[config.mk]
export PLATFORM = sky130hd
export DESIGN_NAME = exu_csr_ctrl
export DESIGN_NICKNAME = d
export VERILOG_FILES = /design/src/rtl/exu_csr_ctrl.sv
export SDC_FILE = /design/constraint.sdc
export NUM_CORES = 1
export LEC_CHECK = 0
export CORE_MARGIN = 2
export CORE_UTILIZATION = 30
export CTS_CLUSTER_SIZE = 30
export DETAILED_ROUTE_END_ITERATION = 7
export SLEW_MARGIN = 20
export SYNTH_ARGS = -nofsm -noshare
export SYNTH_HDL_FRONTEND = slang
export SYNTH_SLANG_ARGS = --single-unit
[constraint.sdc]
create_clock -name clk -period 1.7 [get_ports clk]
set_clock_uncertainty 0.15 [all_clocks]
set_input_delay 0.255 -clock clk [delete_from_list [all_inputs] [get_ports clk]]
set_output_delay 0.255 -clock clk [all_outputs]
set_load 0.05 [all_outputs]
[src/rtl/exu_csr_ctrl.sv]
// exu_csr_ctrl: CSR-instruction controller placed directly in front of the CSR
// register file. It accepts one decoded CSR op, issues a single-cycle access
// to the CSR file, and returns the old CSR value to writeback through a
// valid/ready output buffer.
module exu_csr_ctrl #(
  parameter int XLEN = 32
) (
  input  logic            clk,
  input  logic            rst_n,
  // op request
  input  logic            csr_i_valid,
  output logic            csr_i_ready,
  input  logic [2:0]      csr_i_funct3,
  input  logic [11:0]     csr_i_idx,
  input  logic [XLEN-1:0] csr_i_rs1,
  input  logic [4:0]      csr_i_zimm,
  input  logic            csr_i_rs1x0,
  input  logic [4:0]      csr_i_rdidx,
  // CSR file access
  output logic            csr_ena,
  output logic            csr_rd_en,
  output logic            csr_wr_en,
  output logic [11:0]     csr_idx,
  output logic [XLEN-1:0] wbck_csr_dat,
  input  logic [XLEN-1:0] read_csr_dat,
  input  logic            csr_access_ilgl,
  // result to writeback
  output logic            csr_o_valid,
  input  logic            csr_o_ready,
  output logic [XLEN-1:0] csr_o_wdat,
  output logic [4:0]      csr_o_rdidx,
  output logic            csr_o_rdwen,
  output logic            csr_o_ilgl
);

  typedef enum logic [1:0] {
    ST_IDLE = 2'd0,
    ST_EXEC = 2'd1,
    ST_RESP = 2'd2
  } state_e;

  // funct3[1:0] selects the operation; funct3[2] selects the immediate form.
  localparam logic [1:0] OP_RW = 2'b01;
  localparam logic [1:0] OP_RS = 2'b10;
  localparam logic [1:0] OP_RC = 2'b11;

  state_e state_q, state_d;

  // Captured op
  logic [2:0]      funct3_q;
  logic [11:0]     idx_q;
  logic [XLEN-1:0] opnd_q;
  logic            nz_q;
  logic [4:0]      rdidx_q;

  // Captured result
  logic [XLEN-1:0] wdat_q;
  logic            rdwen_q;
  logic            ilgl_q;

  logic            accept;
  logic            op_legal;
  logic            op_is_rw;
  logic [XLEN-1:0] opnd_in;
  logic            nz_in;

  assign accept   = (state_q == ST_IDLE) && csr_i_valid;
  assign op_legal = (funct3_q[1:0] != 2'b00);
  assign op_is_rw = (funct3_q[1:0] == OP_RW);

  // Immediate forms zero-extend zimm; a zero source means set/clear must not write.
  assign opnd_in = csr_i_funct3[2] ? {{(XLEN-5){1'b0}}, csr_i_zimm} : csr_i_rs1;
  assign nz_in   = csr_i_funct3[2] ? (csr_i_zimm != 5'd0) : ~csr_i_rs1x0;

  // State register.
  // NOTE: sequential state uses non-blocking (<=) so every flop samples pre-edge values.
  always_ff @(posedge clk or negedge rst_n) begin
    if (!rst_n) begin
      state_q <= ST_IDLE;
    end else begin
      state_q <= state_d;
    end
  end

  // Next-state and CSR-file strobes; strobes are live only in EXEC.
  // NOTE: every output gets a default first so no path leaves it unassigned (no latch).
  always_comb begin
    state_d      = state_q;
    csr_i_ready  = 1'b0;
    csr_ena      = 1'b0;
    csr_rd_en    = 1'b0;
    csr_wr_en    = 1'b0;
    csr_idx      = 12'd0;
    wbck_csr_dat = '0;
    unique case (state_q)
      ST_IDLE: begin
        csr_i_ready = 1'b1;
        if (csr_i_valid) state_d = ST_EXEC;
      end
      ST_EXEC: begin
        if (op_legal) begin
          csr_ena   = 1'b1;
          csr_idx   = idx_q;
          csr_rd_en = op_is_rw ? (rdidx_q != 5'd0) : 1'b1;
          csr_wr_en = op_is_rw ? 1'b1 : nz_q;
          case (funct3_q[1:0])
            OP_RW:   wbck_csr_dat = opnd_q;
            OP_RS:   wbck_csr_dat = read_csr_dat | opnd_q;
            OP_RC:   wbck_csr_dat = read_csr_dat & ~opnd_q;
            default: wbck_csr_dat = '0;
          endcase
        end
        state_d = ST_RESP;
      end
      ST_RESP: begin
        if (csr_o_ready) state_d = ST_IDLE;
      end
      default: state_d = ST_IDLE;
    endcase
  end

  // Op capture on acceptance; held until the next op is accepted.
  // NOTE: capture registers are reset so outputs are defined before the first op.
  always_ff @(posedge clk or negedge rst_n) begin
    if (!rst_n) begin
      funct3_q <= 3'd0;
      idx_q    <= 12'd0;
      opnd_q   <= '0;
      nz_q     <= 1'b0;
      rdidx_q  <= 5'd0;
    end else if (accept) begin
      funct3_q <= csr_i_funct3;
      idx_q    <= csr_i_idx;
      opnd_q   <= opnd_in;
      nz_q     <= nz_in;
      rdidx_q  <= csr_i_rdidx;
    end
  end

  // Result capture in EXEC; stays stable through RESP regardless of backpressure.
  always_ff @(posedge clk or negedge rst_n) begin
    if (!rst_n) begin
      wdat_q  <= '0;
      rdwen_q <= 1'b0;
      ilgl_q  <= 1'b0;
    end else if (state_q == ST_EXEC) begin
      if (!op_legal || csr_access_ilgl) begin
        wdat_q  <= '0;
        rdwen_q <= 1'b0;
        ilgl_q  <= 1'b1;
      end else begin
        wdat_q  <= csr_rd_en ? read_csr_dat : '0;
        rdwen_q <= (rdidx_q != 5'd0);
        ilgl_q  <= 1'b0;
      end
    end
  end

  assign csr_o_valid = (state_q == ST_RESP);
  assign csr_o_wdat  = wdat_q;
  assign csr_o_rdidx = rdidx_q;
  assign csr_o_rdwen = rdwen_q;
  assign csr_o_ilgl  = ilgl_q;

endmodule

==> impl_metrics.tcl <==
set metrics [dict create \
    grt_pass1_vias 4519 \
    antenna_left 0 \
    wl_per_cell_um 19.6 \
    ys_seq_area_share_pct 51.5 \
    grt_util_all_layers_pct 21.9 \
    hold_class "primary input to asynchronous set/reset pin" \
    swShare_pct 45.2 \
    syn_area_um2 4270 \
    fp-row-count 43 \
    cts_sinks 88 \
    finalWorstSetupSlack_ns -0.433 \
    cap_violations 0 \
    cts_buffer_depth 2 \
    power.internal_w 0.00934 \
    finalSetupTns_ns -32.32 \
    max-vdd-ir-drop_v 0.00104 \
    clk_latency_ns 0.34 \
    power.switching_w 0.00769 \
    hold_viol_final 0 \
    routed_via_density 5.06 \
    synth_nets 535 \
    fillers 1094 \
    yosysWarnings 0 \
    maxSlewViolCount 0 \
    p_clk_share_pct 11.1 \
    rsz0062_at_grt "true" \
    seqPwrFrac_pct 22.8 \
    port_buffers 182 \
    synth_common_cells "93 x nand2_1, 88 x dfrtp_1, 49 x o21ai_0, 34 x nor2b_1, 33 x a21oi_1" \
    die_area_um2 15200 \
    ios 183 \
    period_needed_ns 2.13 \
    worst_path_max_delay_cell "dfrtp_1" \
    worstSetupPathType "register to primary output" \
    p_leak_nw 3.83 \
    critPathMaxFanout 7 \
    dr.pass1.iters 4 \
    setup_viol 134 \
    grt_start_max_net_pins 89 \
    diodes 0 \
    synthFlopType "dfrtp_1" \
    critPathRequiredTime_ns 1.29 \
    fmax_ghz 0.469 \
    start_kind "register" \
    cp_num_buf_inv 4 \
    drt-initial-drc-count 162 \
    worst_setup_path_end_kind "primary output" \
    postSynth.asyncResetShare_pct 100 \
    core_um2 13900 \
    areaGrowthSynthToFinish_pct 108 \
    die_h_um 123 \
    tritoncts.num_buffers 9 \
    initial_core_util_pct 30.8 \
    final_core_util_pct 63.9 \
    root_buffer "clkbuf_16" \
    worst_path_largest_cell_delay_ns 0.40 \
    synth_edf_count 0 \
    violations "negative setup slack" \
    clk_pin_slew_ns 0.06 \
    die_w_um 123 \
    nets 776 \
    avgSynthCellArea_um2 9.71 \
    ys_seq_elements 88 \
    total_power_w 0.0170 \
    drc 0 \
    grt_overflow 0 \
    netlist.area_leader.share_pct 51.5 \
    synth_most_common_cell "nand2_1" \
    power_frac_comb_pct 66.1 \
    final_cell_area_um2 8870 \
    drive_above_1_share_pct 49.9 \
    crit_chain "buf_6 > o21ai_4 > buf_12 > clkinvlp_4 > and2_4 > buf_8" \
    netlist_top_cells_area "dfrtp_1 52%, nand2_1 8.2%, a32o_1 7.5%" \
    status "complete, but fails checks" \
    wirelength_um 17000 \
    syn_inst 440 \
    cp.arrival_ns 1.73 \
    cts_max_level 3 \
    yosysUniqueCellTypes 27 \
    yosys.area.top_type "dfrtp_1" \
    crit_family "buffers and inverters" \
    placed_cell_area_um2 7160 \
    relSlewSlack_pct 64.5 \
    power.density_nw_per_um2 1920 \
    dp_slack_ns -0.247 \
    place.gp.congestion 0.779 \
    period_share_pct 125 \
    post-dp-hpwl_um 10400 \
    antenna_found_initial 0 \
    grt_pass1_wl_um 24700 \
    tightest_slew_ns 0.533 \
    cts_tree "yes" \
    vias 4383 \
]
## cell families after synthesis
| family | count (synthesis) | synth area share [%] |
|---|---|---|
| multiplexers | 24 | 6.53 |
| buffers and inverters | 41 | 4.36 |
| flip-flops | 88 | 51.5 |
| AND/OR/NAND/NOR | 169 | 19.8 |
| AO/OA/AOI/OAI | 118 | 17.8 |
## repair_timing
item	in CTS	in global routing
setup buffers	15	10
endpoints found under the setup margin	120	136
hold buffers	1	0
resized for setup	153	115
gates cloned	15	6
pin swaps	28	87
hold endpoints to repair	88	0
## final cells by class
type	count	area [µm²]	area share, %
clock buffers	16	272	3.06
inverters	5	37.5	0.423
multi-input cells	311	2740	30.9
flip-flops and latches	88	2200	24.8
well taps	180	225	2.54
repair buffers	265	3390	38.2
repair inverters	1	7.51	0.0846
## state kept, by name (all words and copies together), names as in the netlist
register     flops
csr_o_wdat      32
opnd_q          32
idx_q           12
csr_o_rdidx      5
funct3_q         2
state_q          2
csr_o_ilgl       1
csr_o_rdwen      1
nz_q             1
## through the flow
stage,cells,hold WS [ns]
floorplan,440,-0.191
global placement,809,0.190
detailed placement,809,0.192
CTS,856,0.297
global route,866,0.329
finish,866,0.314
## power groups by stage
stage | registers (W) | clock network (W) | logic [W]
5_1_grt | 0.00401 | 0.00202 | 0.0118
3_5_place_dp | 0.00362 | 0 | 0.00848
2_1_floorplan | 0.00475 | 0 | 0.00385
6_report | 0.00388 | 0.00189 | 0.0113
3_3_place_gp | 0.00357 | 0 | 0.00836
4_1_cts | 0.00373 | 0.00192 | 0.0106
## path summary, 6_finish.rpt
check / slack, ns / endpoint / from / cells after the start
worst max register to register: -0.29 / nz_q / state_q[1] / 7
worst max-delay path: -0.43 / csr_rd_en / funct3_q[0] / 6
worst min register to register: 0.34 / csr_o_wdat[29] / csr_o_wdat[29] / 1
max in group asynchronous: 0.63 / csr_o_rdidx[4] / rst_n / 3
min in group clk: 0.32 / opnd_q[13] / csr_i_rs1[13] / 3
worst min-delay path: 0.31 / opnd_q[25] / rst_n / 3
## worst min-delay path, stage by stage
cell and delay (ns):
dlygate4sd3_1 0.52, buf_4 0.11, buf_12 0.35
## cells in the final DEF, fill, tap and decap left out, types with 3 or more instances in the layout
cell             count
clkdlybuf4s50_1     93
dfrtp_1             86
buf_4               59
buf_12              54
nand2_4             36
o21ai_1             35
nor2b_1             32
a32o_1              32
buf_6               31
a21oi_4             30
nand2_1             29
nand2_2             27
nand3b_1            16
mux2_2              14
clkbuf_16           14
and2_4              13
o21ai_2             13
buf_8               13
buf_16               8
mux2i_1              5
mux2_4               5
clkbuf_1             5
a21oi_2              3
## layer usage
layer,vias to the layer above,wire [µm],GRT usage (%)
met4,0,377,8.03
li1,2026,-,-
met5,-,0,0
met3,31,1070,4.89
met1,2162,6880,27.2
met2,164,8660,37.3
Power figures use the tool's default switching activity.
==> RTL change (same flow settings) <==
The 3 states of `state_e` get a one-hot encoding in 3 bits.
--- a/src/rtl/exu_csr_ctrl.sv
+++ b/src/rtl/exu_csr_ctrl.sv
@@ -33,10 +33,10 @@
   output logic            csr_o_ilgl
 );
 
-  typedef enum logic [1:0] {
-    ST_IDLE = 2'd0,
-    ST_EXEC = 2'd1,
-    ST_RESP = 2'd2
+  typedef enum logic [2:0] {
+    ST_IDLE = 3'b001,
+    ST_EXEC = 3'b010,
+    ST_RESP = 3'b100
   } state_e;
 
   // funct3[1:0] selects the operation; funct3[2] selects the immediate form.
Behaviour: same outputs for any inputs over 10 cycles, from zero or initial values and one cycle with rst_n low; not proved beyond that.
==> RTL change against the original RTL <==
The run still ends with setup timing left. Total power decreased by 13%. Worst hold slack got worse by 93 ps. Global-route usage decreased by 1.4 points. Final area shrank 0.68%. Synthesized cell count is 9.5% higher. Setup slack better by 1.8 ps. Critical path type unchanged. Sequential cell count grew 1. Wire length grew 3.3%. Area after synthesis increased by 2.2%. Via count up 3.9%.
==> RTL change: results (changes against the original RTL) <==
* Clock Latency Late Sink at 340 ps (about the same)
* Final nets at 814 (was 776)
* Area after DPL at 0.007292 mm² (was 0.007156 mm²)
* Distinct cells, synth at 28 (was 27)
* Largest net degree at the start of global routing at 58 (was 89)
* Outcome: finished, violations left (unchanged)
* Maxcap violations at 0 (unchanged)
* Worst-Margin Slew at 439.4 ps (was 533.2 ps)
* DP Cell Count at 853 (was 809)
* Vias per std cell at 5.017 (was 5.061)
* First-pass GRT wire length at 25.21 mm (was 24.70 mm)
* Ys Warns at 0 (unchanged)
* Peak supply drop at 765.7 µV (was 1044 µV)
* Final worst slack at -431.3 ps (was -433.1 ps)
* Antenna diodes at 0 (unchanged)
* Gpl congestion at 0.7909 (was 0.7788)
* Critical path arrival at 1730 ps (about the same)
* Setup TNS at -31840 ps (was -32320 ps)
* Post-synthesis compound-gate area fraction at 17.30% (was 17.83%)
* Avg Inst Size Synth at 9.062 µm² (was 9.714 µm²)
* Crit-path max FO at 10 (was 7)
* Min-delay worst type: in -> async (unchanged)
* Final setup vio count at 122 (was 134)
* Number of global-route vias before repair at 4618 (was 4519)
* Routed WL at 17.56 mm (was 17.00 mm)
* Post-Place Setup Slack at -209.9 ps (was -246.8 ps)
* Proportion of synthesized area in mux cells at 1.146% (was 6.528%)
* Max clock buf depth at 2 (unchanged)
* Tot GR Track Use at 20.53% (was 21.94%)
* DRT Pass-1 Iters at 4 (unchanged)
* Initial drt markers at 252 (was 162)
* Total CTS buffers at 9 (unchanged)
* Worst r2r path cells at 7 (unchanged)
* Non-Filler Instances at 908 (was 866)
* Leakage at 3.793 nW (was 3.835 nW)
* Synth cell count leaders: nand2_1, dfrtp_1, o21ai_0 (unchanged)
* HPWL after DPL at 10.79 mm (was 10.38 mm)
* Clock-pin slew on the worst setup and hold paths at 70 ps
* Sequential share of the synthesized area at 51.02% (was 51.52%)
* Fill count at 1179 (was 1094)
* Ratio of cells with drive above 1 in the final layout at 44.06% (was 49.85%)
* H-Tree Depth at 3 (unchanged)
* FFs w/ async S/R, synth at 100.0% (unchanged)
* Failing checks: setup timing (unchanged)
* Top post-synthesis cells by area: dfrtp_1, nand2_1, a32o_1 (unchanged)
* Syn nets at 577 (was 535)
[RTL change: path summary, 6_finish.rpt]
kind,from,endpoint,slack [ps]
setup / recovery,state_q[2]$_DFFE_PN0P_,wbck_csr_dat[14],-430
setup reg to reg,state_q[2]$_DFFE_PN0P_,csr_o_wdat[5]$_DFFE_PN0P_,-410
max in group asynchronous,rst_n,csr_o_wdat[16]$_DFFE_PN0P_,580
hold / removal,rst_n,csr_o_wdat[23]$_DFFE_PN0P_,220
hold reg to reg,idx_q[4]$_DFFE_PN0P_,idx_q[4]$_DFFE_PN0P_,320
min in group clk,csr_i_funct3[1],funct3_q[1]$_DFFE_PN0P_,310
[RTL change: stage by stage]
| step | util, % | power [mW] | hold slack, ps |
|---|---|---|---|
| floorplan | - | 7.972 | -190.6 |
| global placement | 50.75 | 10.53 | 66.05 |
| detailed placement | 50.75 | 10.69 | 73.13 |
| CTS | 56.44 | 13.47 | 243.3 |
| global route | 61.34 | 15.48 | 247.9 |
| finish | 61.34 | 14.73 | 221.2 |
[RTL change: timing repair]
item | 4_1_cts | 5_1_grt
pin swaps | 5 | 76
cloned | 5 | 13
endpoints found under the hold margin | 23 | 0
hold buffers | 1 | 0
resized for setup | 54 | 156
endpoints found under the setup margin | 81 | 131
setup buffers | 16 | 9
[RTL change: metal layers]
metal / vias to the layer above / global-route usage, % / part of all wire (%) / wire (µm)
met5: - / 0 / 0 / 0
met1: 2259 / 25.88 / 42 / 7354
li1: 2122 / - / - / -
met4: 0 / 6.808 / 2.1 / 373
met3: 26 / 5.627 / 6.6 / 1160
met2: 148 / 34.10 / 49 / 8666
[RTL change: cell type report]
type,instances,share of cell area [%]
flip-flops and latches,89,25.35
repair buffers,263,37.21
well taps,184,2.612
clock buffers,13,2.953
multi-input cells,352,31.18
clock inverters,3,0.4543
inverters,4,0.2413
[RTL change: where the power goes]
part / leakage [nW] / switching [mW] / internal [mW]
logic: 2.50 / 5.03 / 3.84
registers: 1.15 / 0.743 / 3.07
clock network: 0.150 / 0.835 / 1.22
[RTL change: cells by family after synthesis]
logic type,count (synthesis)
compound gates,118
buf+inv,41
simple gates,229
mux,5
flops,89
[RTL change: critical path: stages, from the launching register on]
cell	delay [ps]
dfrtp_1	420
or3b_4	460
buf_12	190
a21oi_4	150
buf_12	150
